$ cat src/rtl/microwave_pkg.sv
// Shared definitions for the microwave cook timer.
// Holds the controller state encodings and the BCD digit width/limit used by
// the timer core and its testbench-facing ports.
package microwave_pkg;

  localparam int unsigned BCD_W = 4;
  localparam logic [BCD_W-1:0] BCD_MAX = 4'd9;

  // Controller states
  localparam logic [2:0] ST_IDLE    = 3'd0;
  localparam logic [2:0] ST_SETUP   = 3'd1;
  localparam logic [2:0] ST_RUNNING = 3'd2;
  localparam logic [2:0] ST_PAUSED  = 3'd3;
  localparam logic [2:0] ST_DONE    = 3'd4;

endpackage

$ cat src/rtl/tick_prescaler.sv
// One-second tick generator.
// Counts 0..TICKS_PER_SEC-1 while enabled; tick is high for the single cycle in
// which the counter sits at its last value, so the consumer acts on the wrap edge.
// Ports:
//   clk   in  system clock
//   reset in  synchronous active-high reset
//   clr   in  synchronous counter clear (wins over en)
//   en    in  count enable
//   tick  out 1-cycle pulse on the counter wrap
module tick_prescaler #(
  parameter int unsigned TICKS_PER_SEC = 100_000_000
) (
  input  logic clk,
  input  logic reset,
  input  logic clr,
  input  logic en,
  output logic tick
);

  localparam int unsigned CNT_W = (TICKS_PER_SEC > 1) ? $clog2(TICKS_PER_SEC) : 1;
  localparam logic [CNT_W-1:0] CNT_MAX = CNT_W'(TICKS_PER_SEC - 1);

  logic [CNT_W-1:0] cnt_q;
  logic [CNT_W-1:0] cnt_d;

  // Tick is derived from state only (not from clr) so the consumer may compute
  // clr from its own next-state without forming a combinational loop.
  assign tick = en && (cnt_q == CNT_MAX);

  // Next counter value: clear, wrap, increment or hold
  always_comb begin
    cnt_d = cnt_q;
    if (clr) begin
      cnt_d = '0;
    end else if (en) begin
      if (cnt_q == CNT_MAX) begin
        cnt_d = '0;
      end else begin
        cnt_d = cnt_q + CNT_W'(1);
      end
    end else begin
      cnt_d = cnt_q;
    end
  end

  // Counter register
  always_ff @(posedge clk) begin
    if (reset) begin
      cnt_q <= '0;
    end else begin
      cnt_q <= cnt_d;
    end
  end

endmodule

$ cat src/rtl/microwave_timer.sv
// Microwave cook-time entry and countdown core.
// Keypad digits shift in as MM:SS BCD, start counts down once per second,
// door/stop pause, and reaching 00:00 raises a one-cycle done pulse followed by
// a BEEP_SECONDS beep window before returning to IDLE.
// Ports:
//   clk, reset                      clock, synchronous active-high reset
//   key_digit/key_valid             keypad BCD digit and its strobe
//   start, stop, clear              1-cycle command strobes
//   door_open                       door level (1 = open)
//   min_tens..sec_ones              registered BCD display digits
//   running, paused, done, beep     registered status outputs
module microwave_timer
  import microwave_pkg::*;
#(
  parameter int unsigned TICKS_PER_SEC = 100_000_000,
  parameter int unsigned BEEP_SECONDS  = 3
) (
  input  logic             clk,
  input  logic             reset,
  input  logic [BCD_W-1:0] key_digit,
  input  logic             key_valid,
  input  logic             start,
  input  logic             stop,
  input  logic             clear,
  input  logic             door_open,
  output logic [BCD_W-1:0] min_tens,
  output logic [BCD_W-1:0] min_ones,
  output logic [BCD_W-1:0] sec_tens,
  output logic [BCD_W-1:0] sec_ones,
  output logic             running,
  output logic             paused,
  output logic             done,
  output logic             beep
);

  localparam int unsigned DIG_W  = 4 * BCD_W;
  localparam int unsigned BEEP_W = (BEEP_SECONDS > 1) ? $clog2(BEEP_SECONDS + 1) : 1;
  localparam logic [BEEP_W-1:0] BEEP_LAST = BEEP_W'(BEEP_SECONDS - 1);

  logic [2:0]        state_q, state_d;
  logic [DIG_W-1:0]  digits_q, digits_d;
  logic [BEEP_W-1:0] beep_cnt_q, beep_cnt_d;
  logic              done_d;
  logic              running_q, paused_q, done_q, beep_q;
  logic              tick_s, pre_en_s, pre_clr_s;
  logic [DIG_W-1:0]  dec_s;

  // One-second decrement of MM:SS. The seconds field may hold 60..99, so a
  // borrow out of the seconds reloads 59 and never normalises the value.
  function automatic logic [DIG_W-1:0] bcd_dec(input logic [DIG_W-1:0] t);
    logic [BCD_W-1:0] mt, mo, st, so;
    {mt, mo, st, so} = t;
    if (so != 4'd0) begin
      so = so - 4'd1;
    end else if (st != 4'd0) begin
      st = st - 4'd1;
      so = BCD_MAX;
    end else if (mo != 4'd0) begin
      mo = mo - 4'd1;
      st = 4'd5;
      so = BCD_MAX;
    end else if (mt != 4'd0) begin
      mt = mt - 4'd1;
      mo = BCD_MAX;
      st = 4'd5;
      so = BCD_MAX;
    end else begin
      so = 4'd0;
    end
    return {mt, mo, st, so};
  endfunction

  assign dec_s = bcd_dec(digits_q);

  // Prescaler runs in RUNNING (countdown) and DONE (beep seconds); it is held
  // at zero elsewhere and restarted on every entry into RUNNING so the first
  // decrement lands exactly one second after start.
  assign pre_en_s  = (state_q == ST_RUNNING) || (state_q == ST_DONE);
  assign pre_clr_s = !((state_d == ST_RUNNING) || (state_d == ST_DONE)) ||
                     ((state_q != ST_RUNNING) && (state_d == ST_RUNNING));

  tick_prescaler #(
    .TICKS_PER_SEC(TICKS_PER_SEC)
  ) u_prescaler (
    .clk  (clk),
    .reset(reset),
    .clr  (pre_clr_s),
    .en   (pre_en_s),
    .tick (tick_s)
  );

  // Next-state, digit and beep-counter logic; clear beats every other input
  always_comb begin
    state_d    = state_q;
    digits_d   = digits_q;
    beep_cnt_d = beep_cnt_q;
    done_d     = 1'b0;
    if (clear) begin
      state_d    = ST_IDLE;
      digits_d   = '0;
      beep_cnt_d = '0;
    end else begin
      case (state_q)
        ST_IDLE, ST_SETUP: begin
          if (stop) begin
            state_d = state_q;
          end else if (start) begin
            if ((state_q == ST_SETUP) && !door_open && (digits_q != '0)) begin
              state_d = ST_RUNNING;
            end else begin
              state_d = state_q;
            end
          end else if (key_valid && (key_digit <= BCD_MAX)) begin
            digits_d = {digits_q[DIG_W-BCD_W-1:0], key_digit};
            state_d  = ST_SETUP;
          end else begin
            state_d = state_q;
          end
        end
        ST_RUNNING: begin
          // A tick on the same cycle as a pause request is dropped
          if (door_open || stop) begin
            state_d = ST_PAUSED;
          end else if (tick_s) begin
            digits_d = dec_s;
            if (dec_s == '0) begin
              state_d    = ST_DONE;
              done_d     = 1'b1;
              beep_cnt_d = '0;
            end else begin
              state_d = ST_RUNNING;
            end
          end else begin
            state_d = ST_RUNNING;
          end
        end
        ST_PAUSED: begin
          if (stop) begin
            state_d  = ST_IDLE;
            digits_d = '0;
          end else if (start && !door_open) begin
            state_d = ST_RUNNING;
          end else begin
            state_d = ST_PAUSED;
          end
        end
        ST_DONE: begin
          if (stop) begin
            state_d    = ST_IDLE;
            digits_d   = '0;
            beep_cnt_d = '0;
          end else if (tick_s) begin
            if (beep_cnt_q == BEEP_LAST) begin
              state_d    = ST_IDLE;
              digits_d   = '0;
              beep_cnt_d = '0;
            end else begin
              beep_cnt_d = beep_cnt_q + BEEP_W'(1);
            end
          end else begin
            state_d = ST_DONE;
          end
        end
        default: begin
          state_d    = ST_IDLE;
          digits_d   = '0;
          beep_cnt_d = '0;
        end
      endcase
    end
  end

  // State, digit and registered status outputs
  always_ff @(posedge clk) begin
    if (reset) begin
      state_q    <= ST_IDLE;
      digits_q   <= '0;
      beep_cnt_q <= '0;
      running_q  <= 1'b0;
      paused_q   <= 1'b0;
      done_q     <= 1'b0;
      beep_q     <= 1'b0;
    end else begin
      state_q    <= state_d;
      digits_q   <= digits_d;
      beep_cnt_q <= beep_cnt_d;
      running_q  <= (state_d == ST_RUNNING);
      paused_q   <= (state_d == ST_PAUSED);
      done_q     <= done_d;
      beep_q     <= (state_d == ST_DONE);
    end
  end

  assign {min_tens, min_ones, sec_tens, sec_ones} = digits_q;
  assign running = running_q;
  assign paused  = paused_q;
  assign done    = done_q;
  assign beep    = beep_q;

endmodule

$ cat config.mk
export PLATFORM = sky130hd
export DESIGN_NAME = microwave_timer
export DESIGN_NICKNAME = d
export VERILOG_FILES = /design/src/rtl/microwave_pkg.sv /design/src/rtl/tick_prescaler.sv /design/src/rtl/microwave_timer.sv
export SDC_FILE = /design/constraint.sdc
export NUM_CORES = 1
export LEC_CHECK = 0
export BUFFER_PORTS_ARGS = -buffer_cell sky130_fd_sc_hd__clkbuf_2
export CAP_MARGIN = 15
export CORE_MARGIN = 1.5
export CORE_UTILIZATION = 30
export DETAILED_ROUTE_END_ITERATION = 8
export PLACE_DENSITY_LB_ADDON = 0.12
export SLEW_MARGIN = 40
export SYNTH_ARGS = -nofsm -noshare
export SYNTH_HDL_FRONTEND = slang
export SYNTH_SLANG_ARGS = --single-unit
$ cat constraint.sdc
create_clock -name clk -period 3.1 [get_ports clk]
set_clock_uncertainty 0.1 [all_clocks]
set_input_delay 0.31 -clock clk [delete_from_list [all_inputs] [get_ports clk]]
set_output_delay 0.31 -clock clk [all_outputs]
set_load 0.03 [all_outputs]
Yosys cells after proc, flatten, opt, wreduce, memory -nomap -nowiden
Cells that the tools add are included.

word-level totals
  bits in registers = 52
  input bits = 11
  word-level logic and storage cells = 112

cells by class
  add/sub/neg operators = 6
  order comparisons = 1
  eq/ne operators = 19
  multiplexer cells = 49
  bitwise operators = 3
  reductions and logical operators = 26

operators by type and width
  cell                                                                    count
  16-bit 2-to-1 mux                                                       9
  4-bit 2-to-1 mux                                                        16
  16-bit one-hot mux with 4 select lines                                  1
  3-bit 2-to-1 mux                                                        11
  27-bit by 1-bit adder with 27-bit output (second input constant)        1
  27-bit equality test (second input constant)                            1
  27-bit 2-to-1 mux                                                       1
  16-bit zero test                                                        1
  16-bit nonzero test                                                     1
  4-bit nonzero test                                                      4
  4-bit by 1-bit subtractor with 4-bit output (second input constant)     4
  2-bit 2-to-1 mux                                                        7
  3-bit by 2-bit equality test with 1-bit output (second input constant)  4
  2-bit != test (second input constant)                                   6
  3-bit one-hot mux with 4 select lines                                   1
  8-bit AND reduction                                                     1
  3-bit equality test (second input constant)                             2
  1-bit logical AND                                                       6
  3-bit by 2-bit != test with 1-bit output (second input constant)        2
  2-bit one-hot mux with 3 select lines                                   1
  2-bit OR reduction                                                      3
  5-bit AND reduction                                                     1
  5-bit OR reduction                                                      1
  4-bit less-or-equal comparator (second input constant)                  1
  other kinds (11)                                                        18

Longest topological paths before layout
Gate-level depths: netlist (run 1).

  word-level depth = 16
  depth in mapped cells = 12
  gate-level depth less buffers = 9

Hierarchy
From an unflattened synthesis (run 1), not the netlist that was laid out.

second synthesis, totals
  cells, all modules = 389
  area total of the unflattened synthesis = 3114.2 µm²

by module, submodules not included
  module           times used  cells an instance  area each (µm²)  seq. area each (µm²)
  microwave_timer  1           237                1815.5           500.5
  tick_prescaler   1           152                1298.7           540.5

Worst setup path after synthesis (run 1)
No wires, ideal clock.

  kind = reg2reg
  start = register digits_q[4]
  end = register u_prescaler.cnt_q[14]
  arrival = 2.721 ns
  data required time = 2.883 ns
  setup slack = 0.162 ns
  stages on the path, launching flop included = 13
  path buffers = 3
  period minus slack after synthesis = 2.938 ns
  path through = dfxtp_1 -> clkbuf_1 -> inv_1 -> ha_1 -> or3b_1 -> clkbuf_1 -> nor4_1 -> o221ai_1 -> a21boi_1 -> o31a_1 -> a41o_1 -> buf_2 -> nor2_1

on the way
  cells in the longest elaborated chain, start to end = 15

RTL lines
  element                                                                                              line                                          RTL
  start, declared                                                                                      microwave_timer.sv:41                         logic [DIG_W-1:0] digits_q, digits_d;
  start signal, assigned                                                                               microwave_timer.sv:185                        digits_q <= digits_d;
  parallel branches: the longest is 8 deep, another holds 4-bit by 1-bit subtractor with 4-bit output  --
  3-bit one-hot mux with 4 select lines *                                                              microwave_timer.sv:103                        case (state_q)
  3-bit 2-to-1 mux *                                                                                   microwave_timer.sv:98                         if (clear) begin
  3-bit by 2-bit equality test with 1-bit output / 3-bit equality test (equally long branches)         microwave_timer.sv:79, microwave_timer.sv:80
  1-bit logical OR                                                                                     microwave_timer.sv:79                         assign pre_clr_s = !((state_d == ST_RUNNING) || (state_d == ST_DONE)) ||
  1-bit zero test                                                                                      microwave_timer.sv:79
  1-bit logical OR *                                                                                   microwave_timer.sv:79
  2-bit OR reduction (no source line) *                                                                --
  end signal, assigned                                                                                 tick_prescaler.sv:51                          cnt_q <= cnt_d;
  end, declared                                                                                        tick_prescaler.sv:23                          logic [CNT_W-1:0] cnt_q;

Every way passes the cells marked *.
A chain may end at the register's enable or synchronous reset.

Worst setup path in the final report (run 1)
  start = register digits_q[5]
  end = register u_prescaler.cnt_q[21]

The elaborated chain is that of the path after synthesis.

==> results of run 1 <==
==> per-layer routing <==
layer	up-vias	part of all wire, %	GRT usage (%)
met3	8	4.0	2.80
li1	1397	-	-
met1	1311	53	23.0
met4	0	1.3	4.74
met2	63	42	22.9
met5	-	0	0
==> power breakdown <==
part           internal (W)  switching [W]  total (W)
Clock              0.000162       0.000255   0.000417
Combinational     0.0000536      0.0000805   0.000134
Sequential         0.000671     0.00000521   0.000676
==> logic make-up (layout without fill, tap and decap cells) <==
logic type | count (synthesis) | in the layout | synth area share, %
flops | 52 | 52 | 35.1
compound gates | 79 | 79 | 18.7
mux | 5 | 5 | 1.81
xor+xnor | 25 | 25 | 7.38
fa+ha+maj | 4 | 4 | 1.69
buf+inv | 34 | 66 | 4.97
simple gates | 173 | 173 | 30.4
==> per-stage QoR <==
step / total power [W] / util [%]
after floorplan: 0.000785 / -
after global placement: 0.000825 / 34.2
after detailed placement: 0.000824 / 34.2
after CTS: 0.00124 / 35.1
after global routing: 0.00129 / 35.1
final: 0.00123 / 35.1
==> synth_stat cells (all sizes together), types with 5 or more instances <==
cell,count
a21oi,13
and2,6
nor3b,5
xnor2,13
o21ai,13
inv,13
nor3,10
xor2,12
a211oi,17
nand2,20
dfxtp,52
nor2,74
clkbuf,12
nand3,14
buf,9
nor4,8
nand4,8
a22oi,6
==> cell type report <==
type	count	area share, %
clock buffer	6	2.14
clock inverter	2	0.405
inverter	13	1.44
multi-input combinational	286	52.4
sequential	52	30.6
tap	133	4.90
timing repair buffer	45	8.10
==> sequential cells by signal, summed over array words and instances (netlist names) <==
register	flops
u_prescaler.cnt_q	27
digits_q	16
beep	1
running	1
state_q	3
paused	1
done	1
beep_cnt_q	2
==> placed cells by master, fill, tap and decap left out, types with 8 or more instances in the layout <==
master,instances
buf_4,14
a211oi_1,17
xnor2_1,13
inv_1,13
a21oi_1,13
clkbuf_2,30
dfxtp_1,52
nand3_1,13
o21ai_0,12
nand4_1,8
nor3_1,10
xor2_1,12
nand2_1,20
nor2_1,74
==> how the worst min path moves through the flow <==
stage	from	endpoint	slack (ns)	cells after the start
after floorplan	reset	state_q[0]$_SDFF_PP0_	0.28	1
after global placement	beep_cnt_q[0]$_SDFFE_PP0P_	beep_cnt_q[0]$_SDFFE_PP0P_	0.35	1
after detailed placement	beep_cnt_q[0]$_SDFFE_PP0P_	beep_cnt_q[0]$_SDFFE_PP0P_	0.36	1
after CTS	reset	state_q[0]$_SDFF_PP0_	0.12	2
after global routing	reset	state_q[0]$_SDFF_PP0_	0.12	2
final	reset	state_q[0]$_SDFF_PP0_	0.13	2
==> flow_metrics.tcl, run 1 <==
set metrics [dict create \
    ys_seq_elements 52 \
    drc_errors 0 \
    nFillCells 1044 \
    syn_avg_cell_area_um2 7.98 \
    areaGrowthSynthToFinish_pct 14.5 \
    core-area_um2 9680 \
    root_buffer "clkbuf_8" \
    drt-total-wl_um 7790 \
    worst_hold_path_type "in2reg" \
    io_pins 31 \
    ir_worst_vdd_v 0.000148 \
    synth_area_leader_cell "dfxtp_1" \
    grt_max_degree 19 \
    rows 36 \
    max_freq_ghz 0.347 \
    synth_area_leaders "dfxtp_1 35%, nor2_1 9.4%, a211oi_1 4.3%, xnor2_1 3.8%, xor2_1 3.5%" \
    final_cells 537 \
    synth_top_area_share_pct 35.1 \
    slew_violations 0 \
    fin_tns_setup_ns 0 \
    fin_ws_ns 0.221 \
    setup_violations 0 \
    fp.dieW_um 102 \
    end_kind "register" \
    start_util_pct 30.6 \
    drv_cap 0 \
    async_flop_share_pct 0 \
    path_class "reg2reg" \
    dpl_cell_area_um2 3310 \
    status "finished clean" \
    synth_ff_type "dfxtp_1" \
    reg2reg_from "digits_q[5]$_SDFFE_PP0P_" \
    rsz0062_at_grt "no" \
    cts.clk_slew.worst_paths_ns 0.10 \
    die-area_um2 10500 \
    critPathTopFamily "simple AND/OR/NAND/NOR gates" \
    die_y_um 102 \
    wl_per_cell_um 14.5 \
    htree_levels 2 \
    cp.depth 11 \
    clock_latency_ns 0.32 \
    io_buffers 30 \
    crit_chain "inv_1 -> ha_1 -> or3b_1 -> nor4_1 -> buf_4 -> o221ai_1 -> a21boi_1 -> o31a_1 -> a41o_1 -> buf_12 -> nor2_1" \
    ant_nets 0 \
    synth-edff-count 0 \
    hold_slack_ns 0.126 \
    syn_nets 387 \
    yosysUniqueCellTypes 59 \
    vias 2779 \
    yosys_warnings 0 \
    final.min_clock_period_ns 2.88 \
    post-route-period-util_pct 92.9 \
    rr_endpoint "u_prescaler.cnt_q[21]$_SDFFE_PP0N_" \
    syn_area_um2 2970 \
    drive_above_1_share_pct 16.1 \
    relSlewSlack_pct 62.3 \
    postCtsSetupRepairBufs 0 \
    place_inst 529 \
    crit_arrival_ns 3.00 \
    holdBufCountCts 0 \
    register_area_um2 1040 \
    dr.pass1.iters 4 \
    final_cell_area_um2 3400 \
    grt_pass1_wl_um 12700 \
    place.gp.congestion 0.799 \
    cts.sinks 52 \
    reg2reg_depth 11 \
    endpoint "u_prescaler.cnt_q[21]$_SDFFE_PP0N_" \
    reg2reg_setup_slack_ns 0.22 \
    tightestPinTransition_ns 0.564 \
    hpwl_um 5620 \
    drtIter0Drc 168 \
    grt.total_usage_pct 15.6 \
    crit_fanout 14 \
    synthCells 372 \
    nets 418 \
    pre_cts_slack_ns 0.258 \
    numCtsBuffers 5 \
    critPathLaunch "digits_q[5]$_SDFFE_PP0P_" \
    cp.required_ns 3.22 \
    ys_seq_area_share_pct 35.1 \
    clock_path_buffers 2 \
    cts-resized-gates 0 \
    overflow 0 \
    worst-path-buf-inv 3 \
    antenna_found_initial 0 \
    leakage_nw 1.15 \
    grt_pass1_vias 2404 \
    critPathSlowestCell "or3b_1" \
    multi_input_area_um2 1780 \
    power_density_nw_per_um2 361 \
    cpPeakStageDelay_ns 0.50 \
    diodes 0 \
    worstSetupStartpointType "register" \
    cts_tree "yes" \
    final-hold-violation-count 0 \
    vias_per_cell 5.18 \
]
Note: power is estimated with default switching activity, not from simulation.
==> run 2: changes to the inputs <==
- ABC_AREA: not set -> 1
==> run 2 against run 1 <==
Synthesized cell count is 38% higher. Sequential power hardly changed. Sequential share of layout area is 4.3 points lower. Area after synthesis is 18% higher. Fmax is 4.9% higher. Critical path type unchanged. Final cell count is 28% higher. Setup slack better by 0.14 ns. Clock-buffer cell count is 1 lower. Non-clock buffer count is 7 lower. Clock power is 40% higher. Die area is 17% higher.
==> flow_metrics.tcl, run 2 <==
set metrics [dict create \
    slew_violations 0 \
    cts_tree "yes" \
    final_cells 689 \
    dr.pass1.iters 4 \
    rsz0062_at_grt "no" \
    vias 3450 \
    synth_adder_area_share_pct 1.43 \
    syn_nets 527 \
    final.min_clock_period_ns 2.74 \
    async_flop_share_pct 0 \
    hpwl_um 7200 \
    synthTopCellsByCount "89 x nand2_1, 68 x inv_1, 62 x nor2_1, 52 x dfxtp_1, 45 x nand3_1" \
    ys_seq_area_share_pct 29.8 \
    fin_ws_ns 0.356 \
    ys_seq_elements 52 \
    synth_simple_gate_area_share_pct 44.4 \
    ir_worst_vdd_v 0.000203 \
    leakage_nw 1.55 \
    io_pins 31 \
    diodes 0 \
    drc_errors 0 \
    grt_pass1_vias 3413 \
    hold_slack_ns 0.174 \
    numCtsBuffers 5 \
    post-route-period-util_pct 88.5 \
    synth_compound_area_share_pct 12.3 \
    place.gp.congestion 0.833 \
    core-area_um2 11400 \
    end_kind "register" \
    synth_ff_type "dfxtp_1" \
    status "finished clean" \
    mostFrequentLayoutCells "89 x nand2_1, 68 x inv_1, 62 x nor2_1, 52 x dfxtp_1, 45 x nand3_1" \
    root_buffer "clkbuf_16" \
    grt.total_usage_pct 15.7 \
    fin_tns_setup_ns 0 \
    tightestPinTransition_ns 0.474 \
    nets 560 \
    wl_per_cell_um 13.8 \
    synthMuxAreaShare_pct 0 \
    clock_path_buffers 2 \
    drt-total-wl_um 9480 \
    setup_violations 0 \
    vias_per_cell 5.01 \
    clock_latency_ns 0.30 \
    synth-edff-count 0 \
    drtIter0Drc 172 \
    crit_arrival_ns 2.83 \
    final_util_pct 34.8 \
    die_y_um 111 \
    synth_top_family_by_area "simple AND/OR/NAND/NOR gates" \
    max_freq_ghz 0.364 \
    yosysMostFrequentCell "nand2_1" \
    yosysUniqueCellTypes 43 \
    path_class "reg2reg" \
    rows 39 \
    nFillCells 1278 \
    crit_fanout 16 \
    fp.dieW_um 111 \
    top_regs "u_prescaler.cnt_q: 27 flops, digits_q: 16 flops, state_q: 3 flops" \
    worst_hold_path_type "in2reg" \
    power_density_nw_per_um2 362 \
    final-hold-violation-count 0 \
    drive_above_1_share_pct 18.1 \
    syn_area_um2 3490 \
    overflow 0 \
    synth-xor-area-share_pct 1.50 \
    ant_nets 0 \
    worstSetupStartpointType "register" \
    antenna_found_initial 0 \
    relSlewSlack_pct 68.1 \
    holdBufCountCts 0 \
    start_util_pct 30.7 \
    synth_area_leader_cell "dfxtp_1" \
    grt_max_degree 33 \
    synth_top_area_share_pct 29.8 \
    synthCells 512 \
    cts.sinks 52 \
    io_buffers 30 \
    place_inst 681 \
    grt_pass1_wl_um 15900 \
    pre_cts_slack_ns 0.269 \
    die-area_um2 12300 \
    syn_avg_cell_area_um2 6.82 \
    htree_levels 2 \
    final_common_cell "nand2_1" \
    cts.clk_slew.worst_paths_ns 0.08 \
    areaGrowthSynthToFinish_pct 13.3 \
    largest_reg_flops 27 \
    cp.required_ns 3.19 \
    drv_cap 0 \
    yosys_warnings 0 \
    synth_area_leaders "dfxtp_1 30%, nand2_1 9.6%, inv_1 7.3%, nor2_4 7.1%, nor2_1 6.7%" \
    max_flop_register "u_prescaler.cnt_q" \
]
==> run 2: cell types whose count changed in the layout (fill, tap and decap cells not counted), sizes merged, moves of 11 or more <==
| cell | previous run | this run |
|---|---|---|
| nand2 | 20 | 99 |
| nor3 | 10 | 21 |
| a211oi | 17 | 5 |
| nand3 | 14 | 49 |
| nor2 | 74 | 90 |
| inv | 14 | 75 |
| xnor2 | 13 | 0 |
==> run 2: metal layers <==
| metal | share of wire (%) | vias to the layer above | track usage, % |
|---|---|---|---|
| li1 | - | 1764 | - |
| met1 | 44 | 1608 | 18.5 |
| met2 | 50 | 56 | 28.5 |
| met3 | 3.4 | 22 | 2.52 |
| met4 | 2.4 | 0 | 5.90 |
| met5 | 0 | - | 0 |
==> run 2: through the flow <==
stage / total power [W] / area [um2]
after floorplan: 0.000826 / 3490
after global placement: 0.000869 / 3800
after detailed placement: 0.000868 / 3800
after CTS: 0.00146 / 3950
after global routing: 0.00150 / 3960
final: 0.00143 / 3960
==> run 2: cells by family (layout without fill, tap and decap cells) <==
logic type,after synthesis,in the layout
fa+ha+maj,4,4
buf+inv,86,120
simple gates,294,294
xor+xnor,6,6
flops,52,52
compound gates,70,70
==> run 2: path summary, 6_finish.rpt <==
check	slack [ns]	startpoint	endpoint	depth (start not counted)
setup / recovery	0.36	digits_q[4]$_SDFFE_PP0P_	u_prescaler.cnt_q[1]$_SDFFE_PP0N_	18
hold / removal	0.17	reset	beep$_SDFF_PP0_	2
setup reg to reg	0.36	digits_q[4]$_SDFFE_PP0P_	u_prescaler.cnt_q[1]$_SDFFE_PP0N_	18
hold reg to reg	0.41	beep_cnt_q[1]$_SDFFE_PP0P_	beep_cnt_q[1]$_SDFFE_PP0P_	2
==> run 2: layout make-up <==
cell class / count / area, um2 / area share [%]
sequential: 52 / 1040 / 26.3
tap: 143 / 179 / 4.52
timing repair buffer: 38 / 223 / 5.63
clock inverter: 3 / 21.3 / 0.537
clock buffer: 5 / 125 / 3.16
inverter: 74 / 278 / 7.02
multi-input combinational: 374 / 2090 / 52.8
==> run 2: report_power, final <==
group          switching [W]  total [W]  internal [W]
combinational       0.000118   0.000177     0.0000589
sequential        0.00000474   0.000675      0.000671
clock               0.000280   0.000582      0.000302
total               0.000403    0.00143       0.00103
==> run 2: critical path: stages, from the launching register on <==
cell	delay (ns)
dfxtp_1	0.34
inv_1	0.13
ha_1	0.25
nand2_4	0.11
nor2_8	0.24
nand2_2	0.15
nand2_1	0.10
nand2_1	0.07
nor2_1	0.10
nand2_1	0.06
nor2_2	0.10
nand4_1	0.10
nand2_1	0.07
nand2_1	0.07
nand4_1	0.09
nand2_2	0.10
nand2_8	0.19
buf_12	0.21
nor2_4	0.04
==> run 2: timing repair <==
action,CTS,global route
setup buffers,0,0
setup endpoints to repair,0,10
gates resized for setup,0,1
